===== src/rtl/adc_threshold_discriminator_if.sv =====
// Stream bundle for adc_threshold_discriminator: ADC input, threshold config,
// forwarded data, burst-start timestamp and the sticky overflow flag.
interface adc_threshold_discriminator_if #(
  parameter int SAMPLE_WIDTH     = 16,
  parameter int PARALLEL_SAMPLES = 16,
  parameter int TIMESTAMP_WIDTH  = 32
);
  localparam int WORD_W = SAMPLE_WIDTH * PARALLEL_SAMPLES;

  logic [WORD_W-1:0]          s_axis_adc_tdata;
  logic                       s_axis_adc_tvalid;
  logic                       s_axis_adc_tready;
  logic [2*SAMPLE_WIDTH-1:0]  s_axis_cfg_tdata;
  logic                       s_axis_cfg_tvalid;
  logic                       s_axis_cfg_tready;
  logic [WORD_W-1:0]          m_axis_data_tdata;
  logic                       m_axis_data_tvalid;
  logic                       m_axis_data_tready;
  logic                       m_axis_data_tlast;
  logic [TIMESTAMP_WIDTH-1:0] m_axis_ts_tdata;
  logic                       m_axis_ts_tvalid;
  logic                       m_axis_ts_tready;
  logic                       ts_overflow;

  modport master (
    output s_axis_adc_tdata, s_axis_adc_tvalid, s_axis_cfg_tdata, s_axis_cfg_tvalid,
           m_axis_data_tready, m_axis_ts_tready,
    input  s_axis_adc_tready, s_axis_cfg_tready, m_axis_data_tdata, m_axis_data_tvalid,
           m_axis_data_tlast, m_axis_ts_tdata, m_axis_ts_tvalid, ts_overflow
  );

  modport slave (
    input  s_axis_adc_tdata, s_axis_adc_tvalid, s_axis_cfg_tdata, s_axis_cfg_tvalid,
           m_axis_data_tready, m_axis_ts_tready,
    output s_axis_adc_tready, s_axis_cfg_tready, m_axis_data_tdata, m_axis_data_tvalid,
           m_axis_data_tlast, m_axis_ts_tdata, m_axis_ts_tvalid, ts_overflow
  );
endinterface


===== src/rtl/adc_threshold_discriminator.sv =====
// Hysteretic burst discriminator on 16-sample ADC words with burst-start timestamps.
// Define DISCRIMINATOR_TLAST_EN to flag the closing word of each burst on tlast.
module adc_threshold_discriminator #(
  parameter int SAMPLE_WIDTH     = 16,
  parameter int PARALLEL_SAMPLES = 16,
  parameter int TIMESTAMP_WIDTH  = 32
) (
  input  logic clk,
  input  logic reset,
  adc_threshold_discriminator_if.slave bus
);
  localparam int SW     = SAMPLE_WIDTH;
  localparam int WORD_W = SAMPLE_WIDTH * PARALLEL_SAMPLES;

  typedef enum logic {IDLE = 1'b0, ACTIVE = 1'b1} state_t;

  state_t                     state, state_nxt;
  logic signed [SW-1:0]       thr_hi, thr_lo;
  logic [TIMESTAMP_WIDTH-1:0] word_cnt;
  logic [WORD_W-1:0]          data_p1;
  logic                       vld_p1;
  logic [TIMESTAMP_WIDTH-1:0] ts_p1;
  logic                       ts_vld_p1;
  logic                       ovf;
  logic                       adc_ready, accept;
  logic                       any_hi, all_lo;
  logic                       fwd, burst_start;

  function automatic logic signed [SW-1:0] sample_at(input logic [WORD_W-1:0] w, input int i);
    return $signed(w[i*SW +: SW]);
  endfunction

  assign adc_ready = !vld_p1 || bus.m_axis_data_tready;
  assign accept    = bus.s_axis_adc_tvalid && adc_ready;

  always_comb begin
    any_hi = 1'b0;
    all_lo = 1'b1;
    for (int i = 0; i < PARALLEL_SAMPLES; i++) begin
      any_hi = any_hi | (sample_at(bus.s_axis_adc_tdata, i) > thr_hi);
      all_lo = all_lo & (sample_at(bus.s_axis_adc_tdata, i) < thr_lo);
    end
  end

  // IDLE checks any_hi first, so a word that is both above high and below low opens a burst
  always_comb begin
    state_nxt   = state;
    fwd         = 1'b0;
    burst_start = 1'b0;
    if (accept) begin
      case (state)
        IDLE: begin
          if (any_hi) begin
            state_nxt   = ACTIVE;
            fwd         = 1'b1;
            burst_start = 1'b1;
          end
        end
        ACTIVE: begin
          fwd = 1'b1;
          if (all_lo) state_nxt = IDLE;
        end
        default: state_nxt = IDLE;
      endcase
    end
  end

  always_ff @(posedge clk) begin
    if (reset) begin
      state    <= IDLE;
      thr_hi   <= {1'b0, {(SW-1){1'b1}}};
      thr_lo   <= {1'b1, {(SW-1){1'b0}}};
      word_cnt <= '0;
    end else begin
      state <= state_nxt;
      if (bus.s_axis_cfg_tvalid) {thr_lo, thr_hi} <= bus.s_axis_cfg_tdata;
      if (accept) word_cnt <= word_cnt + TIMESTAMP_WIDTH'(1);
    end
  end

  // Stage p1: output word register, refilled only when its slot is free
  always_ff @(posedge clk) begin
    if (reset) begin
      vld_p1  <= 1'b0;
      data_p1 <= '0;
    end else begin
      if (accept) vld_p1 <= fwd;
      else if (bus.m_axis_data_tready) vld_p1 <= 1'b0;
      if (accept && fwd) data_p1 <= bus.s_axis_adc_tdata;
    end
  end

  // Stage p1: timestamp register; a busy slot drops the new stamp instead of stalling data
  always_ff @(posedge clk) begin
    if (reset) begin
      ts_vld_p1 <= 1'b0;
      ts_p1     <= '0;
      ovf       <= 1'b0;
    end else if (burst_start && (!ts_vld_p1 || bus.m_axis_ts_tready)) begin
      ts_vld_p1 <= 1'b1;
      ts_p1     <= word_cnt;
    end else begin
      if (bus.m_axis_ts_tready) ts_vld_p1 <= 1'b0;
      if (burst_start) ovf <= 1'b1;
    end
  end

`ifdef DISCRIMINATOR_TLAST_EN
  logic burst_end;
  logic last_p1;

  assign burst_end = accept && (state == ACTIVE) && all_lo;

  always_ff @(posedge clk) begin
    if (reset) last_p1 <= 1'b0;
    else if (accept) last_p1 <= burst_end;
  end

  assign bus.m_axis_data_tlast = last_p1;
`else
  assign bus.m_axis_data_tlast = 1'b0;
`endif

  assign bus.s_axis_adc_tready  = adc_ready;
  assign bus.s_axis_cfg_tready  = 1'b1;
  assign bus.m_axis_data_tdata  = data_p1;
  assign bus.m_axis_data_tvalid = vld_p1;
  assign bus.m_axis_ts_tdata    = ts_p1;
  assign bus.m_axis_ts_tvalid   = ts_vld_p1;
  assign bus.ts_overflow        = ovf;
endmodule


===== src/flat_wrapper.sv =====
// flat-port wrapper written by rule: the top's interface ports become plain ports
module adc_threshold_discriminator_flat 
#(
  parameter int SAMPLE_WIDTH     = 16,
  parameter int PARALLEL_SAMPLES = 16,
  parameter int TIMESTAMP_WIDTH  = 32
)
  (clk, reset, bus_s_axis_adc_tdata, bus_s_axis_adc_tvalid, bus_s_axis_cfg_tdata, bus_s_axis_cfg_tvalid, bus_m_axis_data_tready, bus_m_axis_ts_tready, bus_s_axis_adc_tready, bus_s_axis_cfg_tready, bus_m_axis_data_tdata, bus_m_axis_data_tvalid, bus_m_axis_data_tlast, bus_m_axis_ts_tdata, bus_m_axis_ts_tvalid, bus_ts_overflow);
  adc_threshold_discriminator_if #(.SAMPLE_WIDTH(SAMPLE_WIDTH), .PARALLEL_SAMPLES(PARALLEL_SAMPLES), .TIMESTAMP_WIDTH(TIMESTAMP_WIDTH)) bus_i ();
  input  logic clk;
  input  logic reset;
  input wire logic [$bits(bus_i.s_axis_adc_tdata)-1:0] bus_s_axis_adc_tdata;
  input wire logic [$bits(bus_i.s_axis_adc_tvalid)-1:0] bus_s_axis_adc_tvalid;
  input wire logic [$bits(bus_i.s_axis_cfg_tdata)-1:0] bus_s_axis_cfg_tdata;
  input wire logic [$bits(bus_i.s_axis_cfg_tvalid)-1:0] bus_s_axis_cfg_tvalid;
  input wire logic [$bits(bus_i.m_axis_data_tready)-1:0] bus_m_axis_data_tready;
  input wire logic [$bits(bus_i.m_axis_ts_tready)-1:0] bus_m_axis_ts_tready;
  output wire logic [$bits(bus_i.s_axis_adc_tready)-1:0] bus_s_axis_adc_tready;
  output wire logic [$bits(bus_i.s_axis_cfg_tready)-1:0] bus_s_axis_cfg_tready;
  output wire logic [$bits(bus_i.m_axis_data_tdata)-1:0] bus_m_axis_data_tdata;
  output wire logic [$bits(bus_i.m_axis_data_tvalid)-1:0] bus_m_axis_data_tvalid;
  output wire logic [$bits(bus_i.m_axis_data_tlast)-1:0] bus_m_axis_data_tlast;
  output wire logic [$bits(bus_i.m_axis_ts_tdata)-1:0] bus_m_axis_ts_tdata;
  output wire logic [$bits(bus_i.m_axis_ts_tvalid)-1:0] bus_m_axis_ts_tvalid;
  output wire logic [$bits(bus_i.ts_overflow)-1:0] bus_ts_overflow;
  assign bus_i.s_axis_adc_tdata = bus_s_axis_adc_tdata;
  assign bus_i.s_axis_adc_tvalid = bus_s_axis_adc_tvalid;
  assign bus_i.s_axis_cfg_tdata = bus_s_axis_cfg_tdata;
  assign bus_i.s_axis_cfg_tvalid = bus_s_axis_cfg_tvalid;
  assign bus_i.m_axis_data_tready = bus_m_axis_data_tready;
  assign bus_i.m_axis_ts_tready = bus_m_axis_ts_tready;
  assign bus_s_axis_adc_tready = bus_i.s_axis_adc_tready;
  assign bus_s_axis_cfg_tready = bus_i.s_axis_cfg_tready;
  assign bus_m_axis_data_tdata = bus_i.m_axis_data_tdata;
  assign bus_m_axis_data_tvalid = bus_i.m_axis_data_tvalid;
  assign bus_m_axis_data_tlast = bus_i.m_axis_data_tlast;
  assign bus_m_axis_ts_tdata = bus_i.m_axis_ts_tdata;
  assign bus_m_axis_ts_tvalid = bus_i.m_axis_ts_tvalid;
  assign bus_ts_overflow = bus_i.ts_overflow;
  adc_threshold_discriminator #(.SAMPLE_WIDTH(SAMPLE_WIDTH), .PARALLEL_SAMPLES(PARALLEL_SAMPLES), .TIMESTAMP_WIDTH(TIMESTAMP_WIDTH)) u_core (.clk(clk), .reset(reset), .bus(bus_i));
endmodule

===== config.mk =====
export PLATFORM = sky130hd
export DESIGN_NAME = adc_threshold_discriminator_flat
export DESIGN_NICKNAME = d
export VERILOG_FILES = /design/src/rtl/adc_threshold_discriminator_if.sv /design/src/rtl/adc_threshold_discriminator.sv /design/src/flat_wrapper.sv
export SDC_FILE = /design/constraint.sdc
export NUM_CORES = 1
export LEC_CHECK = 0
export CELL_PAD_IN_SITES_DETAIL_PLACEMENT = 1
export CELL_PAD_IN_SITES_GLOBAL_PLACEMENT = 1
export CORE_MARGIN = 2
export CORE_UTILIZATION = 39
export CTS_BUF_LIST = sky130_fd_sc_hd__clkbuf_4 sky130_fd_sc_hd__clkbuf_8
export CTS_CLUSTER_SIZE = 10
export DETAILED_ROUTE_END_ITERATION = 10
export PLACE_DENSITY = 0.8
export SLEW_MARGIN = 20
export SYNTH_ARGS = -nofsm -noshare
export SYNTH_HDL_FRONTEND = slang
export SYNTH_SLANG_ARGS = --single-unit

===== constraint.sdc =====
create_clock -name clk -period 4.4 [get_ports clk]
set_clock_uncertainty 0.05 [all_clocks]
set_input_delay 0.66 -clock clk [delete_from_list [all_inputs] [get_ports clk]]
set_output_delay 0.66 -clock clk [all_outputs]
set_load 0.05 [all_outputs]

==> metrics.cfg <==
[drt]
totalWireLength_um=112000
drtAntennaViolNets=0
dr.pass1.iters=7
wire_per_inst_um=27.0
via_count=23700
drc=0
viasPerCell=5.71
drt_iter0_drc=1079

[clock_network]
cts.path.max_buffers=3
path_clk_slew_ps=60
ctsHoldBuffers=0
clock_latency_ps=660
numCtsBuffers=67
cts_sinks=356
clockRootBuffer=clkbuf_8
htreeDepth=3
cts_tree=done

[synth]
synthTopCellsByArea=dfxtp_1 29%, ha_1 26%, mux2i_1 13%, nor2_1 5.8%, nand2_1 2.3%
netlist_area_um2=24200
yosysMostFrequentCell=ha_1
synth_common_cells=497 x ha_1, 373 x nor2_1, 356 x dfxtp_1
avgSynthCellArea_um2=9.42
yosysTopAreaCell=dfxtp_1
seq_area_frac_synth_pct=29.4
synth_ff_type=dfxtp_1
syn-instance-count=2570
synth_fp_nets=3361
synth_edf_count=0
yosysWarnings=0
synth_top_area_share_pct=29.4
synthDistinctLibCells=69
ys_ff_latch=356
ys_async_sr_fraction_pct=0

[setup_path]
cp.required_ps=4850
rr_worst_depth=13
arrival_ps=4710
startpoint=u_core.thr_hi[15]$_SDFFE_PP0P_
crit_slowest_cell=nor4_1
r2r_setup_slack_ps=140
cp-start-kind=flop
critPathMaxStageDelay_ps=620
cp_cell_sequence=clkinvlp_4 -> buf_4 -> ha_1 -> nand4_1 -> nor4_1 -> o221ai_1 -> nor4b_1 -> buf_4 -> a21bo_4 -> buf_12 -> buf_12 -> mux2i_1 -> nor2_1
crit_path_end_kind=flop
cp_max_fo=25
endpoint=u_core.bus.m_axis_data_tdata[36]$_SDFFE_PP0P_
r2r_start=u_core.thr_hi[15]$_SDFFE_PP0P_
critPathKind=reg2reg
r2r_end=u_core.bus.m_axis_data_tdata[36]$_SDFFE_PP0P_

[sta]
period_needed_ps=4260
setup_viol=0
hold_ws_ps=414
final.period_utilization_pct=96.8
slew_headroom_pct=35.8
hold_violations=0
max_freq_mhz=235
max_slew.worst_pin.slew_ps=961
final.setup.worst_slack_ps=140
slew_viol_final=0
rsz0062_at_grt=no

[power_and_ir_drop]
power.density_nw_per_um2=310
ir_drop_mv=0.194
leakagePower_uw=0.0150
total_power_uw=10200

[worst_hold_path]
hold_path.class=reg2reg

[die]
start_util_pct=39.3
num_io_pins=588
die_h_um=253
fp.dieW_um=253
rows=91
dieArea_um2=64100
core_area_um2=61600

[global_route]
grt_antenna_before_repair=11
grt_pass1_vias=25500
grt_usage_pct=34.1
grt_overflow=0
grt_pass1_wl_um=162000
grt_start_max_net_pins=123

[cells_and_area]
fin_util_pct=53.6
area_delta_synth_final_pct=36.3
layout-drive-gt1-share_pct=7.82
fill_cells=6951
fin_nets=4060

[place]
dp_hpwl_um=87000
place_congestion=0.896
io_buffer_count=585
place_ws_ps=-350

[run_status]
status=complete, no violations

[flow_run]
max_cap_viol_count=0

## layer usage
layer | track usage [%] | wire [µm]
met5 | 0 | 100
met4 | 16.0 | 4910
met2 | 59.7 | 54700
met3 | 8.06 | 7450
met1 | 39.1 | 44900
## final cells by class
type | count | area (µm²) | share of cell area (%)
diodes | 7 | 17.5 | 0.0531
clock buffers | 93 | 1180 | 3.58
clock inverters | 19 | 189 | 0.572
inverters | 81 | 312 | 0.944
multi-input cells | 2049 | 16100 | 48.7
flip-flops and latches | 356 | 7130 | 21.6
well taps | 837 | 1050 | 3.17
repair buffers | 714 | 7060 | 21.4
## logic make-up after synthesis
family | synth area share [%]
AOI/OAI and AO/OA | 11.8
xor gates and xnor gates | 1.08
adders and majority gates | 25.7
buffers and inverters | 4.29
DFF | 29.4
muxes | 12.9
other | 0.0310
and+or+nand+nor | 14.8
## flip-flops by register name (all words and copies together), names as in the netlist
register and count:
u_core.bus.m_axis_data_tdata 256, u_core.bus.m_axis_ts_tdata 32, u_core.word_cnt 32, u_core.thr_hi 16, u_core.thr_lo 16, u_core.bus.m_axis_data_tvalid 1
u_core.bus.m_axis_ts_tvalid 1, u_core.bus.ts_overflow 1, u_core.state 1
## per-stage QoR
step | TNS [ps] | area, µm² | std cells
2_1_floorplan | 0 | 24200 | 2570
3_3_place_gp | -66640 | 31500 | 4027
3_5_place_dp | -63660 | 31500 | 4027
4_1_cts | 0 | 32900 | 4144
5_1_grt | 0 | 33000 | 4151
6_report | 0 | 33000 | 4156
## report_power, final
| group | switching, µW | internal, µW |
|---|---|---|
| combinational | 1990 | 1290 |
| clock | 1530 | 1910 |
| sequential | 117 | 3400 |
| total | 3630 | 6600 |
## timing repair
item / CTS / global route
endpoints found under the setup margin: 172 / 1
hold endpoints to repair: 0 / 0
gates resized for setup: 1 / 1
buffers inserted: 5 / 4
cloned: 0 / 0
## placed cells by master, fill, tap and decap left out, types with 7 or more instances in the layout
cell,Yosys,layout
clkdlybuf4s50_1,0,583
ha_1,497,497
nor2_1,373,373
dfxtp_1,356,354
mux2i_1,311,311
nand2_1,146,146
buf_4,4,110
a21oi_1,108,108
nand4_1,80,80
clkbuf_8,0,77
a21o_1,69,69
inv_1,80,67
o21ai_0,63,63
nand3_1,43,43
a211oi_1,32,32
nand2b_1,30,30
o211ai_1,29,29
nor2b_1,30,29
xor2_1,24,24
nor3_1,23,23
buf_12,22,19
o21a_1,16,16
nor4_1,16,16
clkbuf_4,0,16
a31oi_1,12,12
and3_1,12,12
and4_1,12,12
clkinv_1,0,11
a2111oi_0,10,10
clkinv_2,0,10
o2111ai_1,8,8
o21bai_1,8,8
diode_2,0,7
o221ai_1,7,7
a211o_1,7,7
## how the worst min path moves through the flow
stage	startpoint	endpoint	slack, ps	depth (start not counted)
final	u_core.bus.m_axis_ts_tdata[18]$_SDFFE_PP0P_	u_core.bus.m_axis_ts_tdata[18]$_SDFFE_PP0P_	410	2
after global routing	u_core.bus.m_axis_ts_tdata[14]$_SDFFE_PP0P_	u_core.bus.m_axis_ts_tdata[14]$_SDFFE_PP0P_	440	2
after floorplan	u_core.word_cnt[31]$_SDFFE_PP0P_	u_core.bus.m_axis_ts_tdata[31]$_SDFFE_PP0P_	400	2
after CTS	u_core.bus.m_axis_ts_tdata[18]$_SDFFE_PP0P_	u_core.bus.m_axis_ts_tdata[18]$_SDFFE_PP0P_	420	2
after global placement	u_core.bus.m_axis_ts_tdata[18]$_SDFFE_PP0P_	u_core.bus.m_axis_ts_tdata[18]$_SDFFE_PP0P_	400	2
after detailed placement	u_core.bus.m_axis_ts_tdata[18]$_SDFFE_PP0P_	u_core.bus.m_axis_ts_tdata[18]$_SDFFE_PP0P_	400	2
## worst max-delay path: cells and delay by family (launching register included)
family	cells	cell delay [ps]
AOI/OAI and AO/OA	2	660
adders and majority gates	1	330
buffers and inverters	5	1120
DFF	1	380
muxes	1	270
and+or+nand+nor	4	1240
No activity file was read; power rests on OpenSTA's default activity.
